[config.mk]
export PLATFORM = sky130hd
export DESIGN_NAME = vlsu_txn_issuer_flat
export DESIGN_NICKNAME = d
export VERILOG_FILES = /design/src/rtl/riva_pkg.sv /design/src/rtl/vlsu_txn_issuer_if.sv /design/src/rtl/vlsu_tag_fifo.sv /design/src/rtl/vlsu_txn_issuer.sv /design/src/flat_wrapper.sv
export SDC_FILE = /design/constraint.sdc
export NUM_CORES = 1
export LEC_CHECK = 0
export BUFFER_PORTS_ARGS = -buffer_cell sky130_fd_sc_hd__buf_4
export CAP_MARGIN = 20
export CORE_ASPECT_RATIO = 1.75
export CORE_UTILIZATION = 57
export CTS_CLUSTER_DIAMETER = 30
export CTS_CLUSTER_SIZE = 12
export DETAILED_ROUTE_END_ITERATION = 7
export PLACE_DENSITY_LB_ADDON = 0.12
export SYNTH_ARGS = -nofsm -noshare
export SYNTH_HDL_FRONTEND = slang
export SYNTH_HIERARCHICAL = 1
export SYNTH_SLANG_ARGS = --single-unit
[constraint.sdc]
create_clock -name clk_i -period 8.4 [get_ports clk_i]
set_input_delay 0.42 -clock clk_i [delete_from_list [all_inputs] [get_ports clk_i]]
set_output_delay 0.42 -clock clk_i [all_outputs]
set_load 0.01 [all_outputs]
[src/rtl/riva_pkg.sv]
// Shared types and constants for the RIVA vector load/store request path.
// Holds the page geometry, AXI burst encoding, fragment meta typedefs and
// the tag carried alongside each outstanding transaction.
package riva_pkg;

  // One 4 KiB page expressed in nibbles.
  localparam int unsigned PageNibbles = 8192;
  localparam int unsigned PageNibBits = 13;

  localparam logic [1:0] AxBurstIncr = 2'b01;

  localparam int unsigned ReqIdWidth   = 4;
  localparam int unsigned RmnWidth     = 8;
  localparam int unsigned TxnWidth     = 8;
  // ltN spans 1..8192, so it needs one bit more than the in-page offset.
  localparam int unsigned LtnWidth     = 14;
  // Nibble address for a 64-bit byte address space.
  localparam int unsigned NibAddrWidth = 65;

  typedef enum logic [1:0] {
    ModeUnit    = 2'd0,
    ModeStrided = 2'd1,
    ModeIndexed = 2'd2
  } mode_e;

  typedef struct packed {
    logic [ReqIdWidth-1:0] req_id;
    mode_e                 mode;
    logic                  is_load;
    logic [RmnWidth-1:0]   rmn_grp;
    logic [RmnWidth-1:0]   rmn_seg;
  } meta_glb_t;

  typedef struct packed {
    logic [NibAddrWidth-1:0] seg_base_addr;
    logic [TxnWidth-1:0]     txn_num;
    logic [TxnWidth-1:0]     txn_cnt;
    logic [LtnWidth-1:0]     ltn;
  } meta_seglv_t;

  typedef struct packed {
    logic                  is_final;
    logic [ReqIdWidth-1:0] req_id;
  } tag_t;

  // Last transaction of its segment.
  function automatic logic is_last_txn(meta_seglv_t seg);
    return seg.txn_cnt == seg.txn_num;
  endfunction

  // Last transaction of the whole request: no groups or segments remain.
  function automatic logic is_final_txn(meta_glb_t glb, meta_seglv_t seg);
    return (glb.rmn_grp == '0) && (glb.rmn_seg == '0) && is_last_txn(seg);
  endfunction

endpackage

[src/rtl/vlsu_txn_issuer_if.sv]
// Bundle between the fragmenter meta stream, the AXI address channel and the
// response/completion side of vlsu_txn_issuer.
// master: the issuer (drives meta_ready, ax_*, req_done_*, err).
// slave:  the surrounding fabric (drives meta_*, ax_ready, rsp_valid).
interface vlsu_txn_issuer_if #(
  parameter int unsigned AxiAddrWidth = 64
) ();
  import riva_pkg::*;

  logic                    meta_valid;
  logic                    meta_ready;
  meta_glb_t               meta_glb;
  meta_seglv_t             meta_seglv;

  logic                    ax_valid;
  logic                    ax_ready;
  logic [AxiAddrWidth-1:0] ax_addr;
  logic [7:0]              ax_len;
  logic [2:0]              ax_size;
  logic [1:0]              ax_burst;
  logic                    ax_write;

  logic                    rsp_valid;
  logic                    req_done_valid;
  logic [ReqIdWidth-1:0]   req_done_id;
  logic                    err;

  modport master (
    input  meta_valid, meta_glb, meta_seglv, ax_ready, rsp_valid,
    output meta_ready, ax_valid, ax_addr, ax_len, ax_size, ax_burst, ax_write,
           req_done_valid, req_done_id, err
  );

  modport slave (
    output meta_valid, meta_glb, meta_seglv, ax_ready, rsp_valid,
    input  meta_ready, ax_valid, ax_addr, ax_len, ax_size, ax_burst, ax_write,
           req_done_valid, req_done_id, err
  );

endinterface

[src/rtl/vlsu_tag_fifo.sv]
// Synchronous FIFO of outstanding-transaction tags, power-of-two depth.
// Latency: pushed entry visible at head the cycle after push.
// Backpressure: push ignored when full, pop ignored when empty; full/empty
// reflect the registered count only (no same-cycle bypass).
// Ports: clk_i, rst_ni (sync, active-low), push/push_data, pop, head, full, empty.
module vlsu_tag_fifo #(
  parameter int unsigned Depth  = 8,
  parameter type         elem_t = logic
) (
  input  logic  clk_i,
  input  logic  rst_ni,
  input  logic  push,
  input  elem_t push_data,
  input  logic  pop,
  output elem_t head,
  output logic  full,
  output logic  empty
);

  localparam int unsigned PtrW = (Depth > 1) ? $clog2(Depth) : 1;

  elem_t           mem_q [Depth];
  logic [PtrW-1:0] wr_ptr_q;
  logic [PtrW-1:0] rd_ptr_q;
  logic [PtrW:0]   count_q;
  logic            push_ok;
  logic            pop_ok;

  assign full    = (count_q == (PtrW+1)'(Depth));
  assign empty   = (count_q == '0);
  assign push_ok = push && !full;
  assign pop_ok  = pop && !empty;
  assign head    = mem_q[rd_ptr_q];

  always_ff @(posedge clk_i) begin
    if (!rst_ni) begin
      wr_ptr_q <= '0;
      rd_ptr_q <= '0;
      count_q  <= '0;
    end else begin
      if (push_ok) begin
        mem_q[wr_ptr_q] <= push_data;
        wr_ptr_q        <= wr_ptr_q + PtrW'(1);
      end
      if (pop_ok) begin
        rd_ptr_q <= rd_ptr_q + PtrW'(1);
      end
      if (push_ok && !pop_ok) begin
        count_q <= count_q + (PtrW+1)'(1);
      end else if (!push_ok && pop_ok) begin
        count_q <= count_q - (PtrW+1)'(1);
      end
    end
  end

endmodule

[src/rtl/vlsu_txn_issuer.sv]
// Turns one fragmenter meta beat into one AXI4 INCR address request and
// tracks outstanding transactions to report request completion.
// Latency: meta accepted in cycle N -> ax_valid in N+1; completion pulse one
// cycle after the response that retires a request's final transaction.
// Backpressure: meta_ready drops while the output register is held by
// ax_ready low or while MaxOutstanding transactions are in flight.
// Ports: clk_i, rst_ni (sync, active-low), bus (master modport of
// vlsu_txn_issuer_if: meta stream in, AXI address channel out, rsp_valid in,
// req_done/err out).
module vlsu_txn_issuer
  import riva_pkg::*;
#(
  parameter int unsigned AxiAddrWidth   = 64,
  parameter int unsigned AxiDataWidth   = 128,
  parameter int unsigned MaxOutstanding = 8
) (
  input  logic               clk_i,
  input  logic               rst_ni,
  vlsu_txn_issuer_if.master  bus
);

  // One extra bit so the exclusive end of the topmost page is representable.
  localparam int unsigned CalcW     = AxiAddrWidth + 1;
  localparam int unsigned BeatShift = $clog2(AxiDataWidth / 8);
  localparam logic [2:0]  AxSize    = 3'(BeatShift);

  // A 4 KiB page must fit in 256 beats so ax_len never overflows.
  if (AxiDataWidth < 128) begin : g_check_data_width
    $error("AxiDataWidth must be at least 128");
  end
  if ((MaxOutstanding < 2) || ((MaxOutstanding & (MaxOutstanding - 1)) != 0)) begin : g_check_depth
    $error("MaxOutstanding must be a power of two, at least 2");
  end

  typedef enum logic {
    IssueEmpty  = 1'b0,
    IssueLoaded = 1'b1
  } issue_state_e;

  issue_state_e            state_q, state_d;
  logic                    meta_ready;
  logic                    accept;

  logic [AxiAddrWidth-1:0] ax_addr_q;
  logic [7:0]              ax_len_q;
  logic                    ax_write_q;
  logic [AxiAddrWidth-1:0] ax_addr_d;
  logic [7:0]              ax_len_d;

  logic                    tag_full;
  logic                    tag_empty;
  tag_t                    tag_in;
  tag_t                    tag_head;
  logic                    pop_ok;

  logic                    done_valid_q;
  logic [ReqIdWidth-1:0]   done_id_q;
  logic                    err_q;

  // ---------------------------------------------------------------------------
  // Fragment -> byte address / beat count
  // ---------------------------------------------------------------------------
  logic [CalcW-1:0] base_nib, page_base, start_nib, end_nib;
  logic [CalcW-1:0] byte_start, byte_end, len_full;

  always_comb begin
    base_nib  = CalcW'(bus.meta_seglv.seg_base_addr);
    page_base = base_nib & ~CalcW'(PageNibbles - 1);

    // Only the first transaction of a segment starts mid-page.
    if (bus.meta_seglv.txn_cnt == '0) begin
      start_nib = base_nib;
    end else begin
      start_nib = page_base + (CalcW'(bus.meta_seglv.txn_cnt) << PageNibBits);
    end

    if (is_last_txn(bus.meta_seglv)) begin
      end_nib = page_base + (CalcW'(bus.meta_seglv.txn_num) << PageNibBits)
              + CalcW'(bus.meta_seglv.ltn);
    end else begin
      end_nib = page_base + ((CalcW'(bus.meta_seglv.txn_cnt) + CalcW'(1)) << PageNibBits);
    end

    // A trailing odd nibble still needs its whole byte.
    byte_start = start_nib >> 1;
    byte_end   = (end_nib + CalcW'(1)) >> 1;
    len_full   = ((byte_end - CalcW'(1)) >> BeatShift) - (byte_start >> BeatShift);

    ax_addr_d  = AxiAddrWidth'(byte_start);
    ax_len_d   = 8'(len_full);
  end

  // ---------------------------------------------------------------------------
  // Issue register control
  // ---------------------------------------------------------------------------
  always_comb begin
    state_d    = state_q;
    meta_ready = 1'b0;
    accept     = 1'b0;

    // Full is judged on the registered count; a same-cycle pop does not help.
    meta_ready = ((state_q == IssueEmpty) || bus.ax_ready) && !tag_full;
    accept     = bus.meta_valid && meta_ready;

    case (state_q)
      IssueEmpty:  if (accept) state_d = IssueLoaded;
      IssueLoaded: if (!accept && bus.ax_ready) state_d = IssueEmpty;
      default:     state_d = IssueEmpty;
    endcase
  end

  always_ff @(posedge clk_i) begin
    if (!rst_ni) begin
      state_q    <= IssueEmpty;
      ax_addr_q  <= '0;
      ax_len_q   <= '0;
      ax_write_q <= 1'b0;
    end else begin
      state_q <= state_d;
      if (accept) begin
        ax_addr_q  <= ax_addr_d;
        ax_len_q   <= ax_len_d;
        ax_write_q <= !bus.meta_glb.is_load;
      end
    end
  end

  // ---------------------------------------------------------------------------
  // In-order outstanding tracking and completion
  // ---------------------------------------------------------------------------
  always_comb begin
    tag_in          = '0;
    tag_in.is_final = is_final_txn(bus.meta_glb, bus.meta_seglv);
    tag_in.req_id   = bus.meta_glb.req_id;
  end

  vlsu_tag_fifo #(
    .Depth  (MaxOutstanding),
    .elem_t (tag_t)
  ) i_tag_fifo (
    .clk_i     (clk_i),
    .rst_ni    (rst_ni),
    .push      (accept),
    .push_data (tag_in),
    .pop       (bus.rsp_valid),
    .head      (tag_head),
    .full      (tag_full),
    .empty     (tag_empty)
  );

  assign pop_ok = bus.rsp_valid && !tag_empty;

  always_ff @(posedge clk_i) begin
    if (!rst_ni) begin
      done_valid_q <= 1'b0;
      done_id_q    <= '0;
      err_q        <= 1'b0;
    end else begin
      done_valid_q <= pop_ok && tag_head.is_final;
      if (pop_ok && tag_head.is_final) begin
        done_id_q <= tag_head.req_id;
      end
      // A response with nothing outstanding is a protocol error; keep it.
      if (bus.rsp_valid && tag_empty) begin
        err_q <= 1'b1;
      end
    end
  end

  assign bus.meta_ready     = meta_ready;
  assign bus.ax_valid       = (state_q == IssueLoaded);
  assign bus.ax_addr        = ax_addr_q;
  assign bus.ax_len         = ax_len_q;
  assign bus.ax_size        = AxSize;
  assign bus.ax_burst       = AxBurstIncr;
  assign bus.ax_write       = ax_write_q;
  assign bus.req_done_valid = done_valid_q;
  assign bus.req_done_id    = done_id_q;
  assign bus.err            = err_q;

endmodule

[src/flat_wrapper.sv]
// flat-port wrapper written by rule: the top's interface ports become plain ports
module vlsu_txn_issuer_flat import riva_pkg::*;
#(
  parameter int unsigned AxiAddrWidth   = 64,
  parameter int unsigned AxiDataWidth   = 128,
  parameter int unsigned MaxOutstanding = 8
)
  (clk_i, rst_ni, bus_meta_valid, bus_meta_glb, bus_meta_seglv, bus_ax_ready, bus_rsp_valid, bus_meta_ready, bus_ax_valid, bus_ax_addr, bus_ax_len, bus_ax_size, bus_ax_burst, bus_ax_write, bus_req_done_valid, bus_req_done_id, bus_err);
  vlsu_txn_issuer_if #(.AxiAddrWidth(AxiAddrWidth)) bus_i ();
  input  logic clk_i;
  input  logic rst_ni;
  input wire logic [$bits(bus_i.meta_valid)-1:0] bus_meta_valid;
  input wire logic [$bits(bus_i.meta_glb)-1:0] bus_meta_glb;
  input wire logic [$bits(bus_i.meta_seglv)-1:0] bus_meta_seglv;
  input wire logic [$bits(bus_i.ax_ready)-1:0] bus_ax_ready;
  input wire logic [$bits(bus_i.rsp_valid)-1:0] bus_rsp_valid;
  output wire logic [$bits(bus_i.meta_ready)-1:0] bus_meta_ready;
  output wire logic [$bits(bus_i.ax_valid)-1:0] bus_ax_valid;
  output wire logic [$bits(bus_i.ax_addr)-1:0] bus_ax_addr;
  output wire logic [$bits(bus_i.ax_len)-1:0] bus_ax_len;
  output wire logic [$bits(bus_i.ax_size)-1:0] bus_ax_size;
  output wire logic [$bits(bus_i.ax_burst)-1:0] bus_ax_burst;
  output wire logic [$bits(bus_i.ax_write)-1:0] bus_ax_write;
  output wire logic [$bits(bus_i.req_done_valid)-1:0] bus_req_done_valid;
  output wire logic [$bits(bus_i.req_done_id)-1:0] bus_req_done_id;
  output wire logic [$bits(bus_i.err)-1:0] bus_err;
  assign bus_i.meta_valid = bus_meta_valid;
  assign bus_i.meta_glb = bus_meta_glb;
  assign bus_i.meta_seglv = bus_meta_seglv;
  assign bus_i.ax_ready = bus_ax_ready;
  assign bus_i.rsp_valid = bus_rsp_valid;
  assign bus_meta_ready = bus_i.meta_ready;
  assign bus_ax_valid = bus_i.ax_valid;
  assign bus_ax_addr = bus_i.ax_addr;
  assign bus_ax_len = bus_i.ax_len;
  assign bus_ax_size = bus_i.ax_size;
  assign bus_ax_burst = bus_i.ax_burst;
  assign bus_ax_write = bus_i.ax_write;
  assign bus_req_done_valid = bus_i.req_done_valid;
  assign bus_req_done_id = bus_i.req_done_id;
  assign bus_err = bus_i.err;
  vlsu_txn_issuer #(.AxiAddrWidth(AxiAddrWidth), .AxiDataWidth(AxiDataWidth), .MaxOutstanding(MaxOutstanding)) u_core (.clk_i(clk_i), .rst_ni(rst_ni), .bus(bus_i));
endmodule
After elaboration in Yosys (flattened, before gate mapping)

Memories as Yosys holds them, arrays and structs flattened. A register that Yosys moved wholly into a read port is not among the register bits.
Index checks and enable logic that the tools add are counted.

Word-level logic and storage cells: 60
Register bits after elaboration: 90
Memories: 1
RAM bits: 40
Output and inout port bits: 86

Memory list:

| name                    | words | width | read ports | clocked after Yosys merged registers in | wr ports | RTL line            | text |
|---|---|---|---|---|---|---|---|
| u_core.i_tag_fifo.mem_q | 8     | 5     | 1          | 1                                       | 1        | vlsu_tag_fifo.sv:22 | `elem_t mem_q [Depth];` |

Bitwise logic cells: 1
Reductions and logical operators: 23
Equality and inequality tests: 2
$add $sub $neg: 11
Multiplexer cells: 12

Operator list:

| kind                  | number |
|---|---|
| $add 65x21->65        | 1 |
| $mux 65               | 1 |
| $logic_not 8->1       | 3 |
| $add 13x1->13 const B | 1 |
| $add 13x13->13        | 1 |
| $mux 13               | 1 |
| $sub 12x1->12 const B | 1 |
| $logic_and 1x1->1     | 11 |
| $eq 8x8->1            | 1 |
| $mux 4                | 2 |
| $sub 8x8->8           | 1 |
| $add 3x1->3 const B   | 2 |
| $logic_not 1->1       | 6 |
| $mux 3                | 2 |
| $mux 1                | 5 |
| $add 1x1->2 const AB  | 2 |
| $add 4x1->4 const B   | 1 |
| $eq 4x4->1 const B    | 1 |
| $logic_not 4->1       | 1 |
| $sub 4x1->4 const B   | 1 |
| $pmux 1 s2            | 1 |
| $reduce_bool 2->1     | 1 |
| $logic_or 1x1->1      | 1 |
| $not 1->1             | 1 |

Longest topological paths before layout

Word-level depth: 9
Mapped depth: 19
Depth with buffers taken out: 18

Modules after synthesis

The synthesis kept the hierarchy.

By module, submodules not included:

| module          | area an instance (um^2) | times used | cells each |
|---|---|---|---|
| vlsu_txn_issuer | 5,029.8                 | 1          | 632 |
| vlsu_tag_fifo   | 2,177.1                 | 1          | 129 |

Worst setup path before layout

OpenSTA, ideal clock, no wires.

Kind: input port to flip-flop
Start: input port bus_meta_seglv[22]
End: register u_core.ax_len_q[7], in the netlist u_core/bus.ax_len[7]
Path slack: 4.204 ns
Arrival: 4.122 ns
Buffers on the path: 1
Cell stages on the path: 18
Library setup time: 0.074 ns
Required time: 8.326 ns
Cell sequence: xor2_1 nor4_2 and3_1 ha_1 a21boi_0 o32a_1 a221o_1 buf_2 o211ai_1 nand2_1 ha_1 nor2b_1 o21ai_0 a21oi_1 a2111oi_0 o211ai_1 a22o_1 a31oi_1

Cells in the longest elaborated chain, start to end: 5

Ends and longest elaborated chain:

| item                 | RTL line               | text |
|---|---|---|
| start, declared      | flat_wrapper.sv:14     | `input wire logic [$bits(bus_i.meta_seglv)-1:0] bus_meta_seglv;` |
| $eq 8x8->1           | riva_pkg.sv:48         | `return seg.txn_cnt == seg.txn_num;` |
| $mux 13              | vlsu_txn_issuer.sv:77  | `if (is_last_txn(bus.meta_seglv)) begin` |
| $add 13x1->13        | vlsu_txn_issuer.sv:86  | `byte_end = (end_nib + CalcW'(1)) >> 1;` |
| $sub 12x1->12        | vlsu_txn_issuer.sv:87  | `len_full = ((byte_end - CalcW'(1)) >> BeatShift) - (byte_start >> BeatShift);` |
| $sub 8x8->8          | vlsu_txn_issuer.sv:87  |  |
| end signal, assigned | vlsu_txn_issuer.sv:122 | `ax_len_q <= ax_len_d;` |
| end, declared        | vlsu_txn_issuer.sv:45  | `logic [7:0] ax_len_q;` |

Every way passes these cells.
A chain may end at the register's enable or synchronous reset.

Final worst setup path

Start: input port bus_meta_seglv[14]
End: register u_core.ax_len_q[7], in the netlist u_core/bus.ax_len[7]

Cells in the longest elaborated chain, start to end: 5
Elaborated cells between the ends (all ways): 7
Those cells by class: 3 x add/sub; 1 x eq/ne; 2 x mux; 1 x reduce/logical

Ends and longest elaborated chain:

| item          | RTL line |
|---|---|
| $eq 8x8->1    | riva_pkg.sv:48 |
| $mux 13       | vlsu_txn_issuer.sv:77 |
| $add 13x1->13 | vlsu_txn_issuer.sv:86 |
| $sub 12x1->12 | vlsu_txn_issuer.sv:87 |
| $sub 8x8->8 * | vlsu_txn_issuer.sv:87 |

Every way passes the cells marked *; elsewhere a longest branch is shown, timed or not.

==> metrics.csv <==
stage,metric,value,unit
setup_path,crit path capture type,register,
yosys,cell taking the most area after synthesis,dfxtp_1,
setup_path,worst-path cell chain,"buf_4, xor2_1, nor4_2, and3_1, ha_1, nand4_1, o32a_1, a221o_1, o211ai_1, nand2_1, ha_1, nor2b_1, o21ai_0, a21oi_1, a2111oi_0, o211ai_1, a22o_1, a31oi_1",
setup_path,CP Class,in -> reg,
die,Rows,54,
clocking,CTS Buf Count,17,
route,Post-DRT Antenna Nets,0,
clocking,Max Root-Sink Buffers,2,
clocking,clock-pin slew on the worst setup and hold paths,0.06,ns
timing,Max Slew Vio Count,0,
global_routing,first-pass GRT wire length,31200,µm
yosys,post-synthesis sequential area ratio,0.425,
die,die footprint,13100,µm²
clocking,Setup Buffers After CTS,0,
setup_path,CP Max Fanout,11,
hold_path,Worst Hold End,u_core/bus.ax_write$_SDFFE_PN0P_,
global_routing,GR Util All Layers,0.308,
route,via count,6619,
yosys,Avg Inst Size Synth,9.47,µm²
route,post-detailed-routing wire length,19700,µm
global_routing,total global routing overflow,0,
clocking,CTS sink count,133,
yosys,"EDFF count, synth",40,
setup_path,crit-path leading delay family,compound AO/OA/AOI/OAI gates,
timing,maximum clock rate,0.203,GHz
power,switch share,0.324,
die,Die Width,87,µm
setup_path,startpoint types,primary input,
placed_design,port buffer count,199,
clocking,Skew-Pair Late Insertion Delay,0.42,ns
route,First DRT Iteration DRCs,367,
global_routing,largest net degree at the start of global routing,109,
setup_path,Max stage delay on crit path,0.74,ns
setup_path,cells on worst reg2reg path,15,
yosys,synthesized cell area,7210,µm²
yosys,Yosys Warn Count,6,
finish,"most common cell after layout, fill and taps aside",buf_4,
global_routing,initial antenna violation count,0,
die,Die H,151,µm
timing,setup ws final,3.47,ns
die,initial core utilization,0.583,
yosys,register bit total from synthesis,133,
yosys,"top cells by area, synth","dfxtp_1 (26%), edfxtp_1 (17%), xnor2_1 (4.4%), o21ai_0 (4.0%), ha_1 (3.6%)",
global_routing,vias in the first global route,6552,
timing,Setup Skew,0.00652,ns
finish,Syn-to-layout area delta,30.0,%
timing,setup violators final,0,
finish,most frequent cells in the layout,"buf_4 (204), dfxtp_1 (93), nand2_1 (63)",
power,NetSw,0.000712,W
clocking,clk root buf,clkbuf_16,
route,router iterations before antenna repair,5,
power,VDD IR max,0.183,mV
hold_path,origin of the worst min-delay path,bus_meta_glb[16],
timing,final hold vios,0,
finish,n_diodes,0,
route,post-DR wirelength/cell,17.6,µm
yosys,Syn Inst Count,761,
power,Cell Pwr Density,235,nW/µm²
timing,slew of the pin with the lowest slew margin,1.10,ns
route,DRC Markers,0,
power,Internal Power,0.00149,W
clocking,Max H-tree Level,4,
setup_path,sum of buffers and inverters on the critical path,1,
power,clock share of power,0.357,
power,Seq pwr share,0.373,
placed_design,Final GP Congestion,0.879,
outcome,status,completed,
clocking,CTS-repair resized insts,0,
setup_path,Reg-to-Reg Start,u_core/i_tag_fifo/count_q[0]$_SDFFE_PN0P_,
route,DR vias/cell,5.90,
timing,Fin Setup TNS,0,ns
timing,Period minus WS final,4.93,ns
setup_path,WP data required,8.75,ns
setup_path,worst reg-to-reg setup slack,4.32,ns
timing,Final Cycle Share,0.587,
yosys,ys flop type,dfxtp_1,
hold_path,hold path depth,2,
clocking,TritonCTS clock tree,built,
finish,Final Util,0.758,
yosys,Synth top area share,0.258,
die,Ports,209,
power,static leakage,3.73,nW
finish,layout cells sized above 1,0.286,
setup_path,RR Endpoint,u_core/i_tag_fifo/count_q[3]$_SDFFE_PN0P_,
power,Comb pwr share,0.270,
clocking,cts hold-fix bufs,0,
setup_path,WP data arrival,5.28,ns
finish,nets@finish,1087,
yosys,synth unique cells,70,
yosys,post-synthesis async set-or-reset flop share,0,
timing,Worst slew margin,0.260,
placed_design,Cells after DPL,1089,
placed_design,pre-CTS setup slack,3.15,ns
job,maxcap violations,0,
hold_path,Hold WC Path Type,in -> reg,
placed_design,DP Wirelength,14200,µm
finish,non-filler instance count after layout,1121,
setup_path,"Slowest-stage cell, CP",nor4_2,
die,Core Area,12400,µm²
timing,RSZ-0062 raised after global routing,false,
-- sequential cells by signal, summed over array words and instances (netlist names), named ones only --
signal / cells
u_core/i_tag_fifo/wr_ptr_q: 3
u_core/bus.ax_len: 8
u_core/i_tag_fifo/mem_q: 40
u_core/i_tag_fifo/count_q: 4
u_core/bus.ax_addr: 64
u_core/bus.err: 1
u_core/bus.req_done_valid: 1
u_core/bus.ax_write: 1
u_core/bus.ax_valid: 1
u_core/i_tag_fifo/rd_ptr_q: 3
u_core/bus.req_done_id: 4
-- final cells by class --
type	instances	area [µm²]
Multi-Input combinational cell	561	3850
Sequential cell	133	3060
Fill cell	924	2990
Timing Repair Buffer	204	1530
Clock buffer	17	425
Tap cell	168	210
Clock inverter	15	201
Inverter	23	86.3
-- metrics by stage --
step	hold slack, ns	power [W]	instance area (µm²)
after detailed placement	0.452	0.00142	8740
after global placement	0.443	0.00139	8740
after global routing	0.177	0.00231	9370
after floorplan	0.476	0.00118	7220
final	0.181	0.00220	9370
after CTS	0.165	0.00221	9370
-- kinds of logic after synthesis --
logic type | synth area share
and+or+nand+nor | 0.182
AOI/OAI and AO/OA | 0.167
DFF | 0.425
buffers and inverters | 0.0427
xor gates and xnor gates | 0.0802
muxes | 0.0573
adders and majority gates | 0.0448
other | 0.00104
-- worst max path at each step --
stage                                   endpoint                from  cells after the start
2_1_floorplan  u_core/bus.ax_len[7]$_SDFFE_PN0P_  bus_meta_seglv[22]                     18
3_3_place_gp   u_core/bus.ax_len[7]$_SDFFE_PN0P_  bus_meta_seglv[14]                     18
3_5_place_dp   u_core/bus.ax_len[7]$_SDFFE_PN0P_  bus_meta_seglv[14]                     18
4_1_cts        u_core/bus.ax_len[7]$_SDFFE_PN0P_  bus_meta_seglv[14]                     18
5_1_grt        u_core/bus.ax_len[7]$_SDFFE_PN0P_  bus_meta_seglv[14]                     18
6_report       u_core/bus.ax_len[7]$_SDFFE_PN0P_  bus_meta_seglv[14]                     18
-- power groups by stage --
stage | logic, W | registers [W] | clock network (W)
2_1_floorplan | 0.000353 | 0.000831 | 0
3_3_place_gp | 0.000561 | 0.000826 | 0
3_5_place_dp | 0.000587 | 0.000832 | 0
4_1_cts | 0.000594 | 0.000820 | 0.000797
5_1_grt | 0.000654 | 0.000832 | 0.000825
6_report | 0.000595 | 0.000820 | 0.000785
-- per-layer routing --
| metal | GRT usage | wire length [µm] | vias up |
|---|---|---|---|
| met5 | 0 | 0 | - |
| met4 | 0.185 | 843 | 0 |
| met3 | 0.0696 | 1170 | 60 |
| met2 | 0.541 | 10400 | 270 |
| met1 | 0.332 | 7330 | 3131 |
| li1 | - | - | 3158 |
-- cell usage after synthesis (all sizes together), types with 12 or more instances --
cell	n
edfxtp	40
nand2	63
buf	14
inv	22
o21ai	57
xor2	30
nand3	28
and2	12
clkbuf	33
nor2	43
a21oi	51
nor4	15
nor3	24
dfxtp	93
ha	21
xnor2	36
o211ai	14
mux2i	12
(Power assumes the default switching activity.)
